==> config.mk <==
export PLATFORM = sky130hd
export DESIGN_NAME = mem_arbiter
export DESIGN_NICKNAME = d
export VERILOG_FILES = /design/src/rtl/mem_arbiter.sv
export SDC_FILE = /design/constraint.sdc
export NUM_CORES = 1
export LEC_CHECK = 0
export CAP_MARGIN = 20
export CORE_AREA = 5 5 157 159
export CTS_BUF_LIST = sky130_fd_sc_hd__clkbuf_4 sky130_fd_sc_hd__clkbuf_8
export CTS_CLUSTER_DIAMETER = 150
export CTS_CLUSTER_SIZE = 28
export DETAILED_ROUTE_END_ITERATION = 7
export DIE_AREA = 0 0 162 164
export HOLD_SLACK_MARGIN = 0.05
export PLACE_DENSITY_LB_ADDON = 0.25
export SYNTH_ARGS = -nofsm -noshare
export SYNTH_HDL_FRONTEND = slang
export SYNTH_SLANG_ARGS = --single-unit
export TNS_END_PERCENT = 30
==> constraint.sdc <==
create_clock -name clk -period 2.6 [get_ports clk]
set_clock_uncertainty 0.05 [all_clocks]
set_input_delay 0.78 -clock clk [delete_from_list [all_inputs] [get_ports clk]]
set_output_delay 0.78 -clock clk [all_outputs]
set_load 0.02 [all_outputs]
==> src/rtl/mem_arbiter.sv <==
// Two-port (fetch / data) arbiter onto a single 64-bit memory, one access per cycle.
// Optional fetch starvation guard enabled by defining STARVE_GUARD_EN.
module mem_arbiter #(
    parameter int unsigned ADDR_W     = 32,
    parameter int unsigned STARVE_MAX = 4
) (
    input  logic              clk,
    input  logic              rst,
    input  logic              i_req,
    input  logic [ADDR_W-1:0] i_addr,
    output logic              i_gnt,
    output logic              i_rvalid,
    output logic [31:0]       i_rdata,
    input  logic              d_req,
    input  logic              d_we,
    input  logic [ADDR_W-1:0] d_addr,
    input  logic [63:0]       d_wdata,
    input  logic [7:0]        d_be,
    output logic              d_gnt,
    output logic              d_rvalid,
    output logic [63:0]       d_rdata,
    output logic              m_en,
    output logic              m_we,
    output logic [ADDR_W-1:0] m_addr,
    output logic [63:0]       m_wdata,
    output logic [7:0]        m_be,
    input  logic [63:0]       m_rdata
);

    typedef enum logic [1:0] {
        IDLE   = 2'd0,
        RESP_I = 2'd1,
        RESP_D = 2'd2
    } state_t;

    state_t state;
    logic   ia2_q;
    logic   dwe_q;
    logic   force_i;

    if (STARVE_MAX < 1) begin : g_cfg_check
        $error("mem_arbiter: STARVE_MAX must be at least 1");
    end

`ifdef STARVE_GUARD_EN
    localparam int unsigned CNT_W = $clog2(STARVE_MAX + 1);

    logic [CNT_W-1:0] starve_cnt;

    assign force_i = i_req && (starve_cnt == CNT_W'(STARVE_MAX));

    // Counts data wins that happened while a fetch was waiting.
    always_ff @(posedge clk) begin
        if (rst) begin
            starve_cnt <= '0;
        end else if (i_gnt || !i_req) begin
            starve_cnt <= '0;
        end else if (d_gnt && (starve_cnt != CNT_W'(STARVE_MAX))) begin
            starve_cnt <= starve_cnt + CNT_W'(1);
        end
    end
`else
    assign force_i = 1'b0;
`endif

    // Grant and memory command are same-cycle so accesses can issue back-to-back.
    always_comb begin
        i_gnt   = 1'b0;
        d_gnt   = 1'b0;
        m_en    = 1'b0;
        m_we    = 1'b0;
        m_addr  = '0;
        m_wdata = '0;
        m_be    = '0;
        if (!rst) begin
            if (d_req && !force_i) begin
                d_gnt = 1'b1;
            end else if (i_req) begin
                i_gnt = 1'b1;
            end
        end
        if (d_gnt) begin
            m_en    = 1'b1;
            m_we    = d_we;
            m_addr  = d_addr;
            m_wdata = d_wdata;
            m_be    = d_be;
        end else if (i_gnt) begin
            m_en   = 1'b1;
            m_addr = i_addr;
        end
    end

    // Responses are gated by rst so a reset right after a grant cancels it.
    always_comb begin
        i_rvalid = !rst && (state == RESP_I);
        d_rvalid = !rst && (state == RESP_D);
        i_rdata  = '0;
        d_rdata  = '0;
        if (i_rvalid) begin
            i_rdata = ia2_q ? m_rdata[63:32] : m_rdata[31:0];
        end
        if (d_rvalid && !dwe_q) begin
            d_rdata = m_rdata;
        end
    end

    always_ff @(posedge clk) begin
        if (rst) begin
            state <= IDLE;
            ia2_q <= 1'b0;
            dwe_q <= 1'b0;
        end else begin
            if (d_gnt) begin
                state <= RESP_D;
            end else if (i_gnt) begin
                state <= RESP_I;
            end else begin
                state <= IDLE;
            end
            if (i_gnt) begin
                ia2_q <= i_addr[2];
            end
            if (d_gnt) begin
                dwe_q <= d_we;
            end
        end
    end

endmodule

======== After elaboration in Yosys (flattened, before gate mapping) ========
Cells that the tools add are included.
Widths: inputs -> output; s select.
word-level totals
  register bits ........................... 4
  input port bits ......................... 205
  output and inout bits ................... 206
  logic and storage cells ................. 29
cells by class
  eq/ne operators ......................... 2
  mux-type cells .......................... 17
  reductions and logical operators ........ 6
operators by type and width
  cell                number
  $mux 32             4
  $mux 64             2
  $mux 1              9
  $mux 8              1
  $logic_and 1x1->1   3
  $eq 2x1->1 const B  1
  $eq 2x2->1 const B  1
  $logic_not 1->1     2
  $mux 2              1
  $reduce_or 2->1     1

======== Depth between registers and ports, before layout ========
Gate-level depths: netlist (run 1).
  word-level depth ........................ 5
  gate-level depth with buffers ........... 4
  depth with buffers taken out ............ 2

======== Worst setup path before layout (run 1) ========
OpenSTA, ideal clock, no wires.
  path kind ............................... in2out
  start point ............................. input rst
  end point ............................... output i_rdata[10]
  data arrival time ....................... 1.724 ns
  required time ........................... 1.770 ns
  setup slack ............................. 0.046 ns
  stages .................................. 4
  path buffers ............................ 2
  cells stage by stage .................... or3b_1 > buf_6 > buf_6 > nor2_1
between the ends
  word-level cells in the longest chain between the ends .. 3
ends and longest elaborated chain
  element             RTL line  RTL
  start: declaration  8         input logic rst,
  $logic_not 1->1     96        i_rvalid = !rst && (state == RESP_I);
  $logic_and 1x1->1   96
  $mux 32             100       if (i_rvalid) begin
  end: declaration    13        output logic [31:0] i_rdata,
No other way between the ends.

======== Worst setup path after layout (run 1) ========
  start point ............................. input d_req
  end point ............................... output m_addr[25]
between the ends
  word-level cells in the longest chain between the ends .. 4
  elaborated cells between the ends (all ways) .. 6
  classes of those cells .................. 6 x mux
ends and longest elaborated chain
  element             RTL line  RTL
  start: declaration  14        input logic d_req,
  $mux 1              76        if (d_req && !force_i) begin
  $mux 1              75        if (!rst) begin
  $mux 32             88        end else if (i_gnt) begin
  $mux 32 (*)         82        if (d_gnt) begin
  end: declaration    24        output logic [ADDR_W-1:0] m_addr,
Mark *: on every way between the ends. The rest lies on a longest branch, timed or not.

==> out/metrics.cfg, run 1 <==
[grt]
grt_max_degree=34
grt_pass1_wl_um=25600
met1_usage=0.131
grt_pass1_vias=4137
grtUsageMet3=0.0429
use_met2=0.238
grtUsageTotal=0.124
grt-ovfl-total=0
antenna_found_initial=1
top_usage_layer=met2

[logic_synthesis]
async_reset_ff_frac=0
synth_compound_area_frac=0.157
synth_area_um2=2100
ys_warn_count=0
synth_common_cells=93 x and2_1, 43 x and2_2, 33 x nor2_1
synthXorXnorAreaFrac=0
ys_types=24
seq_area_frac_synth=0.0381
avgSynthCellArea_um2=7.29
yosysTopAreaCell=and2_1
synth-main-ff-cell=dfxtp_1
synth-simple-area-share=0.549
synth_nets=493
synth-edff-count=0
ys_top_cells_by_area=and2_1 28%, and2_2 15%, mux2i_1 15%
syn_inst=288
synth.area.mux_share=0.153
synth_top_family_by_area=simple AND/OR/NAND/NOR gates
yosys.area_share.adder=0
yosysMostFrequentCell=and2_1
synth_top_cell_area_share=0.277
ys_ff_latch=4

[final_layout]
nets=916
nFillCells=2495
stdcell_count=1000
layout-drive-gt1-share=0.533
synthToLayoutAreaGrowth_pct=246
final_util=0.314

[worst_setup_path]
slowest_stage=a32o_2
critical_path.endpoint_type=output port
cp_max_fo=5
critPathMaxStageDelay_ns=0.23
path_cells=buf_2 > nor2b_4 > buf_12 > buf_12 > clkbuf_16 > a32o_2 > buf_6
crit_top_cell=buf_12
cp.required_ns=1.77
crit_type=in -> out
arrival_ns=1.83
crit_buf_inv=5
worstSetupStartpointType=input port
critPathTopFamily=buffers and inverters

[timing]
worst_pin_slew_ns=0.247
timing.final.crit_share=1.02
fin_tns_setup_ns=-2.25
fin_crit_ns=2.66
hold_viol_final=0
setup_viol=93
worst_slack_ns=-0.0567
slew_headroom=0.830
rsz0062_at_grt=yes
holdWs_ns=0.472
fmax_ghz=0.376
drv_slew=0

[route]
via_count=3767
wl_per_cell_um=18.4
vias_per_cell=3.77
drt-initial-drc-count=85
drcViolationCount=0
antenna_left=0
drt_first_pass_iters=4
routed_wl_um=18400

[floorplan]
initial_utilization=0.0908
dieArea_um2=26600
io_pins=411
die_w_um=162
die_h_um=164
core_area_um2=23100
num_rows=56

[clocking]
htree_levels=1
path_clk_slew_ns=0.03
cts.sinks=4
numCtsBuffers=3
cts_root_buf=clkbuf_8
cts_buffer_depth=2
clock_latency_ns=0.21
cts_tree=yes
postCtsHoldBufs=0

[outcome]
outcome=finished with violations
violations=negative setup slack

[placement]
place_inst=974
hpwl_um=13700
port_buffers=410
gp_congestion=0.774

[pwr]
power.density_nw_per_um2=175
p_leak_nw=3.26
finalPower_mw=1.27
vdd_drop_max_uv=92.4

[job]
cap_viol_max_count=0

[hold_path]
hold_class=reg -> reg

## kinds of logic after synthesis
group,Yosys count
simple gates,184
compound gates,34
buf+inv,34
mux,32
flops,4
## layout make-up
cell class                 count  area [um^2]  share of cell area
antenna                        1         2.50            0.000345
clock buffer                   3         41.3             0.00569
inverter                       1         3.75            0.000517
multi-input combinational    250         2010               0.278
sequential                     4         81.3              0.0112
tap                          290          363              0.0500
timing repair buffer         451         4750               0.655
## sequential cells by signal, summed over array words and instances, names as in the netlist
| signal | flops |
|---|---|
| state | 2 |
| dwe_q | 1 |
| ia2_q | 1 |
## timing repair
action                                   CTS  global route
gates resized for setup                 1063           172
endpoints found under the setup margin   206           189
setup buffers                             10             0
pin swaps                                 12            49
gates cloned                              12             1
## report_power, final
| group | switching, mW | total [mW] | internal, mW |
|---|---|---|---|
| Combinational | 0.418 | 1.07 | 0.656 |
| Sequential | 0.00350 | 0.0686 | 0.0651 |
| Clock | 0.0299 | 0.128 | 0.0985 |
| Total | 0.452 | 1.27 | 0.819 |
## placed cells by master (no fill, tap or decap), drive strengths merged, types with 2 or more instances in the layout
cell / synthesis / final
a32o: 31 / 31
and2: 136 / 136
buf: 19 / 244
clkbuf: 14 / 5
clkdlybuf4s15: 0 / 3
clkdlybuf4s50: 0 / 200
dfxtp: 4 / 4
mux2i: 32 / 32
nand2b: 2 / 2
nor2: 36 / 36
nor2b: 5 / 5
## path summary, 6_finish.rpt
check / start / end / slack [ns] / depth (start not counted)
worst max-delay path: d_req / m_addr[25] / -0.06 / 7
worst min-delay path: ia2_q$_SDFFE_PP0N_ / ia2_q$_SDFFE_PP0N_ / 0.47 / 2
worst max register to register: dwe_q$_SDFFE_PP0P_ / dwe_q$_SDFFE_PP0P_ / 1.90 / 2
worst min register to register: ia2_q$_SDFFE_PP0N_ / ia2_q$_SDFFE_PP0N_ / 0.47 / 2
## stage by stage
step / instance area (um^2) / setup slack (ns)
6_report: 7260 / -0.0567
2_1_floorplan: 2100 / 0.0460
3_5_place_dp: 6570 / -0.965
3_3_place_gp: 6570 / -0.976
4_1_cts: 6900 / -0.0454
5_1_grt: 7260 / -0.0922
## tightest hold or removal path, cell delays in order, from the launching register on
cell      delay (ns)
dfxtp_2         0.34
nand2b_1        0.07
o21ai_0         0.06
## layer usage
layer,part of all wire,wire length (um)
met1,0.35,6380
met2,0.53,9830
met3,0.11,1940
met4,0.015,275
met5,0,0
(Power assumes the default switching activity.)
==> run 2, diff against run 1 <==
--- a/config.mk
+++ b/config.mk
@@ -6,12 +6,15 @@
 export NUM_CORES = 1
 export LEC_CHECK = 0
 export CAP_MARGIN = 20
-export CORE_AREA = 5 5 157 159
+export CELL_PAD_IN_SITES_DETAIL_PLACEMENT = 0
+export CELL_PAD_IN_SITES_GLOBAL_PLACEMENT = 2
+export CORE_AREA = 5 5 156 158
 export CTS_BUF_LIST = sky130_fd_sc_hd__clkbuf_4 sky130_fd_sc_hd__clkbuf_8
 export CTS_CLUSTER_DIAMETER = 150
 export CTS_CLUSTER_SIZE = 28
 export DETAILED_ROUTE_END_ITERATION = 7
-export DIE_AREA = 0 0 162 164
+export DIE_AREA = 0 0 161 163
+export GPL_TIMING_DRIVEN = 0
 export HOLD_SLACK_MARGIN = 0.05
 export PLACE_DENSITY_LB_ADDON = 0.25
 export SYNTH_ARGS = -nofsm -noshare
==> run 2 against run 1 <==
Effect of this change:
- the run still ends with negative setup slack left
- non-clock buffer count increased by 8
- utilization is 0.077 points higher
- fmax shrank 1.1%
- power decreased by 4.7%
- highest routed layer unchanged
==> out/metrics.cfg, run 2 (synthesis results as in run 1) <==
[outcome]
outcome=finished with violations  ; unchanged
violations=negative setup slack  ; unchanged

[route]
drcViolationCount=0  ; unchanged
drt-initial-drc-count=88  ; was 85
routed_wl_um=17700  ; was 18400 um
drt_first_pass_iters=4  ; unchanged
via_count=3793  ; was 3767
vias_per_cell=3.77  ; about the same
antenna_left=0  ; unchanged
wl_per_cell_um=17.6  ; was 18.4 um

[timing]
fin_crit_ns=2.69  ; was 2.66 ns
setup_viol=89  ; was 93
worst_pin_slew_ns=0.335  ; was 0.247 ns
timing.final.crit_share=1.03  ; was 1.02
slew_headroom=0.776  ; was 0.830
holdWs_ns=0.461  ; was 0.472 ns
rsz0062_at_grt=yes  ; unchanged
worst_slack_ns=-0.0853  ; was -0.0567 ns
drv_slew=0  ; unchanged
fmax_ghz=0.372  ; was 0.376 GHz
hold_viol_final=0  ; unchanged

[final_layout]
final_cell_mix=201 x clkdlybuf4s50_1, 130 x buf_6, 68 x and2_1  ; was 200 x clkdlybuf4s50_1, 122 x buf_6, 87 x buf_4
nets=924  ; was 916
largest-register=state  ; unchanged
reg.largest.list=state x2, dwe_q x1, ia2_q x1  ; unchanged
mostFrequentLayoutCell=clkdlybuf4s50_1  ; unchanged
synthToLayoutAreaGrowth_pct=244  ; was 246%
largest_reg_flops=2  ; unchanged
diodes=0  ; was 1
layout-drive-gt1-share=0.513  ; was 0.533
stdcell_count=1007  ; was 1000

[worst_setup_path]
cp_max_fo=8  ; was 5
arrival_ns=1.86  ; was 1.83 ns
critical_path.endpoint_type=output port  ; unchanged
slowest_stage=or3b_4  ; was a32o_2
worstSetupStartpointType=input port  ; unchanged
cp.required_ns=1.77  ; about the same
crit_start=rst  ; was d_req
crit_type=in -> out  ; unchanged
critPathMaxStageDelay_ns=0.49  ; was 0.23 ns
r2r-start=ia2_q$_SDFFE_PP0N_  ; was dwe_q$_SDFFE_PP0P_
path_cells=buf_12 > or3b_4 > clkbuf_16 > nor2_2 > buf_4  ; was buf_2 > nor2b_4 > buf_12 > buf_12 > clkbuf_16 > a32o_2 > buf_6

[placement]
hpwl_um=14600  ; was 13700 um
port_buffers=409  ; was 410
gp_congestion=0.738  ; was 0.774
place_inst=987  ; was 974

[pwr]
finalPower_mw=1.21  ; was 1.27 mW
p_leak_nw=3.20  ; was 3.26 nW
power.density_nw_per_um2=167  ; was 175 nW/um^2
vdd_drop_max_uv=113  ; was 92.4 uV

[hold_path]
hold_start=dwe_q$_SDFFE_PP0P_  ; was ia2_q$_SDFFE_PP0N_
hold_class=reg -> reg  ; unchanged

[grt]
grt_max_degree=11  ; was 34
grt-ovfl-total=0  ; unchanged
grt_pass1_vias=4040  ; was 4137
grt_pass1_wl_um=23800  ; was 25600 um
met1_usage=0.111  ; was 0.131
antenna_found_initial=0  ; was 1
grtUsageTotal=0.115  ; was 0.124
top_usage_layer=met2  ; unchanged
use_met2=0.233  ; was 0.238
grtUsageMet3=0.0423  ; was 0.0429

[clocking]
cts_buffer_depth=2  ; unchanged
cts_tree=yes  ; unchanged
clock_latency_ns=0.21  ; about the same
htree_levels=1  ; unchanged
cts.sinks=4  ; unchanged
path_clk_slew_ns=0.03  ; about the same
postCtsHoldBufs=0  ; unchanged
cts_root_buf=clkbuf_8  ; unchanged
numCtsBuffers=3  ; unchanged

[floorplan]
initial_utilization=0.0914  ; was 0.0908
num_rows=56  ; unchanged
core_area_um2=23000  ; was 23100 um^2
dieArea_um2=26200  ; was 26600 um^2
io_pins=411  ; unchanged
die_w_um=161  ; was 162 um
die_h_um=163  ; was 164 um

[job]
cap_viol_max_count=0  ; unchanged

run 2: changes by cell type in the layout (fill, tap and decap cells not counted), sizes merged:
| cell | delta |
|---|---|
| clkdlybuf4s15 | +9 |
| diode | -1 |
| dlymetal6s2s | -1 |
| bufbuf | -1 |
| dlygate4sd2 | +4 |
| buf | -34 |
| clkbuf | +30 |
| clkdlybuf4s50 | +1 |
run 2: cell type report:
cell class / instances / area, um^2
inverters: 1 / 3.75
plain buffers: 32 / 407
multi-input cells: 250 / 2070
fillers: 2449 / 15800
flip-flops and latches: 4 / 80.1
well taps: 290 / 363
clock buffers: 3 / 41.3
repair buffers: 427 / 4270
run 2: per-layer routing:
metal / share of wire / vias up
li1: - / 1833
met1: 0.34 / 1709
met2: 0.56 / 235
met3: 0.088 / 16
met4: 0.013 / 0
met5: 0 / -
run 2: stage by stage:
step | TNS [ns] | util | worst slack [ns] | instance area (um^2)
2_1_floorplan | 0 | - | 0.0460 | 2100
3_3_place_gp | -237.75 | 0.285 | -1.49 | 6560
3_5_place_dp | -240.03 | 0.285 | -1.49 | 6560
4_1_cts | -13.46 | 0.285 | -0.145 | 6550
5_1_grt | -7.57 | 0.315 | -0.112 | 7230
6_report | -3.00 | 0.315 | -0.0853 | 7230
run 2: worst paths after layout:
path	endpoint	slack, ns	cells after the start
max	i_rdata[28]	-0.09	5
min	dwe_q$_SDFFE_PP0P_	0.46	2
max reg2reg	ia2_q$_SDFFE_PP0N_	1.80	3
min reg2reg	dwe_q$_SDFFE_PP0P_	0.46	2
run 2: what timing repair did:
item / CTS / global route
buffers inserted: 4 / 3
setup endpoints to repair: 206 / 205
pin swaps: 14 / 50
gates resized for setup: 978 / 267
cloned: 4 / 8
run 2: report_power, final:
| part | total, mW | internal [mW] | switching [mW] |
|---|---|---|---|
| Combinational | 1.01 | 0.606 | 0.407 |
| Clock | 0.131 | 0.0987 | 0.0323 |
| Sequential | 0.0672 | 0.0649 | 0.00230 |
run 2: worst max-delay path, delay by kind of cell:
kind          cells  cell delay, ns
simple gates      2            0.59
buf+inv           3            0.48
==> run 3, diff against run 2 <==
==> constraint.sdc (replaced) <==
create_clock -name clk -period 3.5 [get_ports clk]
set_clock_uncertainty 0.05 [all_clocks]
set_input_delay 1.05 -clock clk [delete_from_list [all_inputs] [get_ports clk]]
set_output_delay 1.05 -clock clk [all_outputs]
set_load 0.02 [all_outputs]
==> run 3 against run 2 <==
Effect of this change:
- combinational power shrank 37%
- worst setup slack better by 0.14 ns
- the run now ends clean
- worst hold slack improved by 0.0020 ns
- largest power group unchanged
- sequential share of layout area increased by 0.15 points
- first-iteration DRC count is 11% lower
- non-clock buffer count fell by 12
- flip-flop and latch count is the same
- via count down 2.8%
- largest cell class unchanged
- global-route usage is 0.16 points lower
- highest routed layer unchanged
- routed wire length fell by 5.3%
- critical path depth grew 2
- utilization fell by 3.7 points
==> out/metrics.cfg, run 3 (synthesis results as in run 1) <==
[route]
drcViolationCount=0  ; unchanged
drt_first_pass_iters=7  ; was 4
wl_per_cell_um=16.9  ; was 17.6 um
antenna_left=0  ; unchanged
vias_per_cell=3.71  ; was 3.77
drt-initial-drc-count=78  ; was 88
via_count=3688  ; was 3793
routed_wl_um=16800  ; was 17700 um

[worst_setup_path]
crit_buf_inv=5  ; was 3
arrival_ns=2.35  ; was 1.86 ns
critical_path.endpoint_type=output port  ; unchanged
worstSetupStartpointType=input port  ; unchanged
r2r-start=ia2_q$_SDFFE_PP0N_  ; unchanged
critPathMaxStageDelay_ns=0.27  ; was 0.49 ns
cp_max_fo=10  ; was 8
r2r_slack_ns=2.70  ; was 1.80 ns
slowest_stage=nor4b_4  ; was or3b_4
path_cells=buf_2 > nor4b_4 > buf_4 > bufbuf_16 > clkbuf_8 > and2_1 > buf_2  ; was buf_12 > or3b_4 > clkbuf_16 > nor2_2 > buf_4
crit_start=rst  ; unchanged
cp.required_ns=2.40  ; was 1.77 ns
crit_type=in -> out  ; unchanged
crit_top_cell=buf_2
critPathTopFamily=buffers and inverters  ; was simple AND/OR/NAND/NOR gates

[timing]
rsz0062_at_grt=yes  ; unchanged
timing.final.crit_share=0.986
fin_tns_setup_ns=0  ; was -3.00 ns
fmax_ghz=0.290
worst_pin_slew_ns=0.484  ; was 0.335 ns
hold_viol_final=0  ; unchanged
setup_viol=0  ; was 89
fin_crit_ns=3.45
drv_slew=0  ; unchanged
slew_headroom=0.678  ; was 0.776
holdWs_ns=0.463  ; was 0.461 ns
worst_slack_ns=0.0504  ; was -0.0853 ns

[placement]
place_inst=987  ; unchanged
postPlaceCellArea_um2=6560  ; unchanged
pre_cts_ws_ns=-1.13  ; was -1.49 ns
port_buffers=409  ; unchanged
hpwl_um=14600  ; unchanged
gp_congestion=0.738  ; unchanged

[final_layout]
final_design_area_no_fill_um2=6380  ; was 7230 um^2
stdcell_count=995  ; was 1007
largest_reg_flops=2  ; unchanged
final_cell_mix=203 x clkdlybuf4s50_1, 93 x and2_1, 62 x dlygate4sd2_1  ; was 201 x clkdlybuf4s50_1, 130 x buf_6, 68 x and2_1
diodes=0  ; unchanged
synthToLayoutAreaGrowth_pct=204  ; was 244%
largest-register=state  ; unchanged
mostFrequentLayoutCell=clkdlybuf4s50_1  ; unchanged
nets=912  ; was 924
layout-drive-gt1-share=0.308  ; was 0.513
reg.largest.list=state x2, dwe_q x1, ia2_q x1  ; unchanged
nFillCells=2542  ; was 2449

[floorplan]
dieArea_um2=26200  ; unchanged
core_area_um2=23000  ; unchanged
die_h_um=163  ; unchanged
io_pins=411  ; unchanged
initial_utilization=0.0914  ; unchanged
num_rows=56  ; unchanged
die_w_um=161  ; unchanged

[pwr]
power.density_nw_per_um2=124  ; was 167 nW/um^2
p_leak_nw=2.89  ; was 3.20 nW
vdd_drop_max_uv=82.7  ; was 113 uV

[grt]
grtUsageTotal=0.113  ; was 0.115
antenna_found_initial=0  ; unchanged
grt_pass1_wl_um=23500  ; was 23800 um
grt-ovfl-total=0  ; unchanged
grt_max_degree=11  ; unchanged
grt_pass1_vias=4025  ; was 4040

[clocking]
cts_buffer_depth=2  ; unchanged
cts.sinks=4  ; unchanged
htree_levels=1  ; unchanged
clock_latency_ns=0.22  ; was 0.21 ns
numCtsBuffers=3  ; unchanged
cts_tree=yes  ; unchanged
cts_root_buf=clkbuf_8  ; unchanged
path_clk_slew_ns=0.03  ; about the same

[hold_path]
hold_class=reg -> reg  ; unchanged
hold_start=dwe_q$_SDFFE_PP0P_  ; unchanged

[outcome]
outcome=complete, no violations  ; was finished with violations

[job]
cap_viol_max_count=0  ; unchanged

run 3: worst reg2reg max path, cell delays in order (launching register included):
cell and delay [ns]:
dfxtp_1 0.29, buf_2 0.19, nand2b_1 0.07, o21ai_0 0.13
run 3: cell type report:
type / count / area, um^2 / share of cell area
well taps: 290 / 363 / 0.0569
flip-flops and latches: 4 / 80.1 / 0.0125
clock buffers: 3 / 41.3 / 0.00647
plain buffers: 33 / 264 / 0.0414
repair buffers: 414 / 3820 / 0.599
inverters: 1 / 3.75 / 0.000588
multi-input cells: 250 / 1800 / 0.283
run 3: worst paths after layout:
check	to	cells after the start
worst max-delay path	d_rdata[3]	7
worst min-delay path	dwe_q$_SDFFE_PP0P_	2
worst max register to register	ia2_q$_SDFFE_PP0N_	3
worst min register to register	dwe_q$_SDFFE_PP0P_	2
run 3: what timing repair did:
item / CTS / global route
endpoints found under the setup margin: 206 / 146
hold buffers: 0 / 0
pin swaps: 1 / 0
buffers inserted: 2 / 1
cloned: 1 / 1
gates resized for setup: 475 / 94
run 3: routing by layer:
metal / vias up / global-route usage / share of wire
met5: - / 0 / 0
met4: 0 / 0.0174 / 0.017
met3: 16 / 0.0451 / 0.097
met2: 219 / 0.230 / 0.54
met1: 1645 / 0.108 / 0.34
li1: 1808 / - / -
run 3: power breakdown:
group / total [mW] / internal, mW / switching (mW)
Sequential: 0.0500 / 0.0482 / 0.00176
Clock: 0.0978 / 0.0734 / 0.0245
Combinational: 0.641 / 0.373 / 0.267
Total: 0.788 / 0.495 / 0.293
run 3: through the flow:
step                total power, mW  utilization
floorplan                     0.299            -
global placement              0.731        0.285
detailed placement            0.732        0.285
CTS                           0.802        0.284
global route                  0.837        0.278
finish                        0.788        0.278
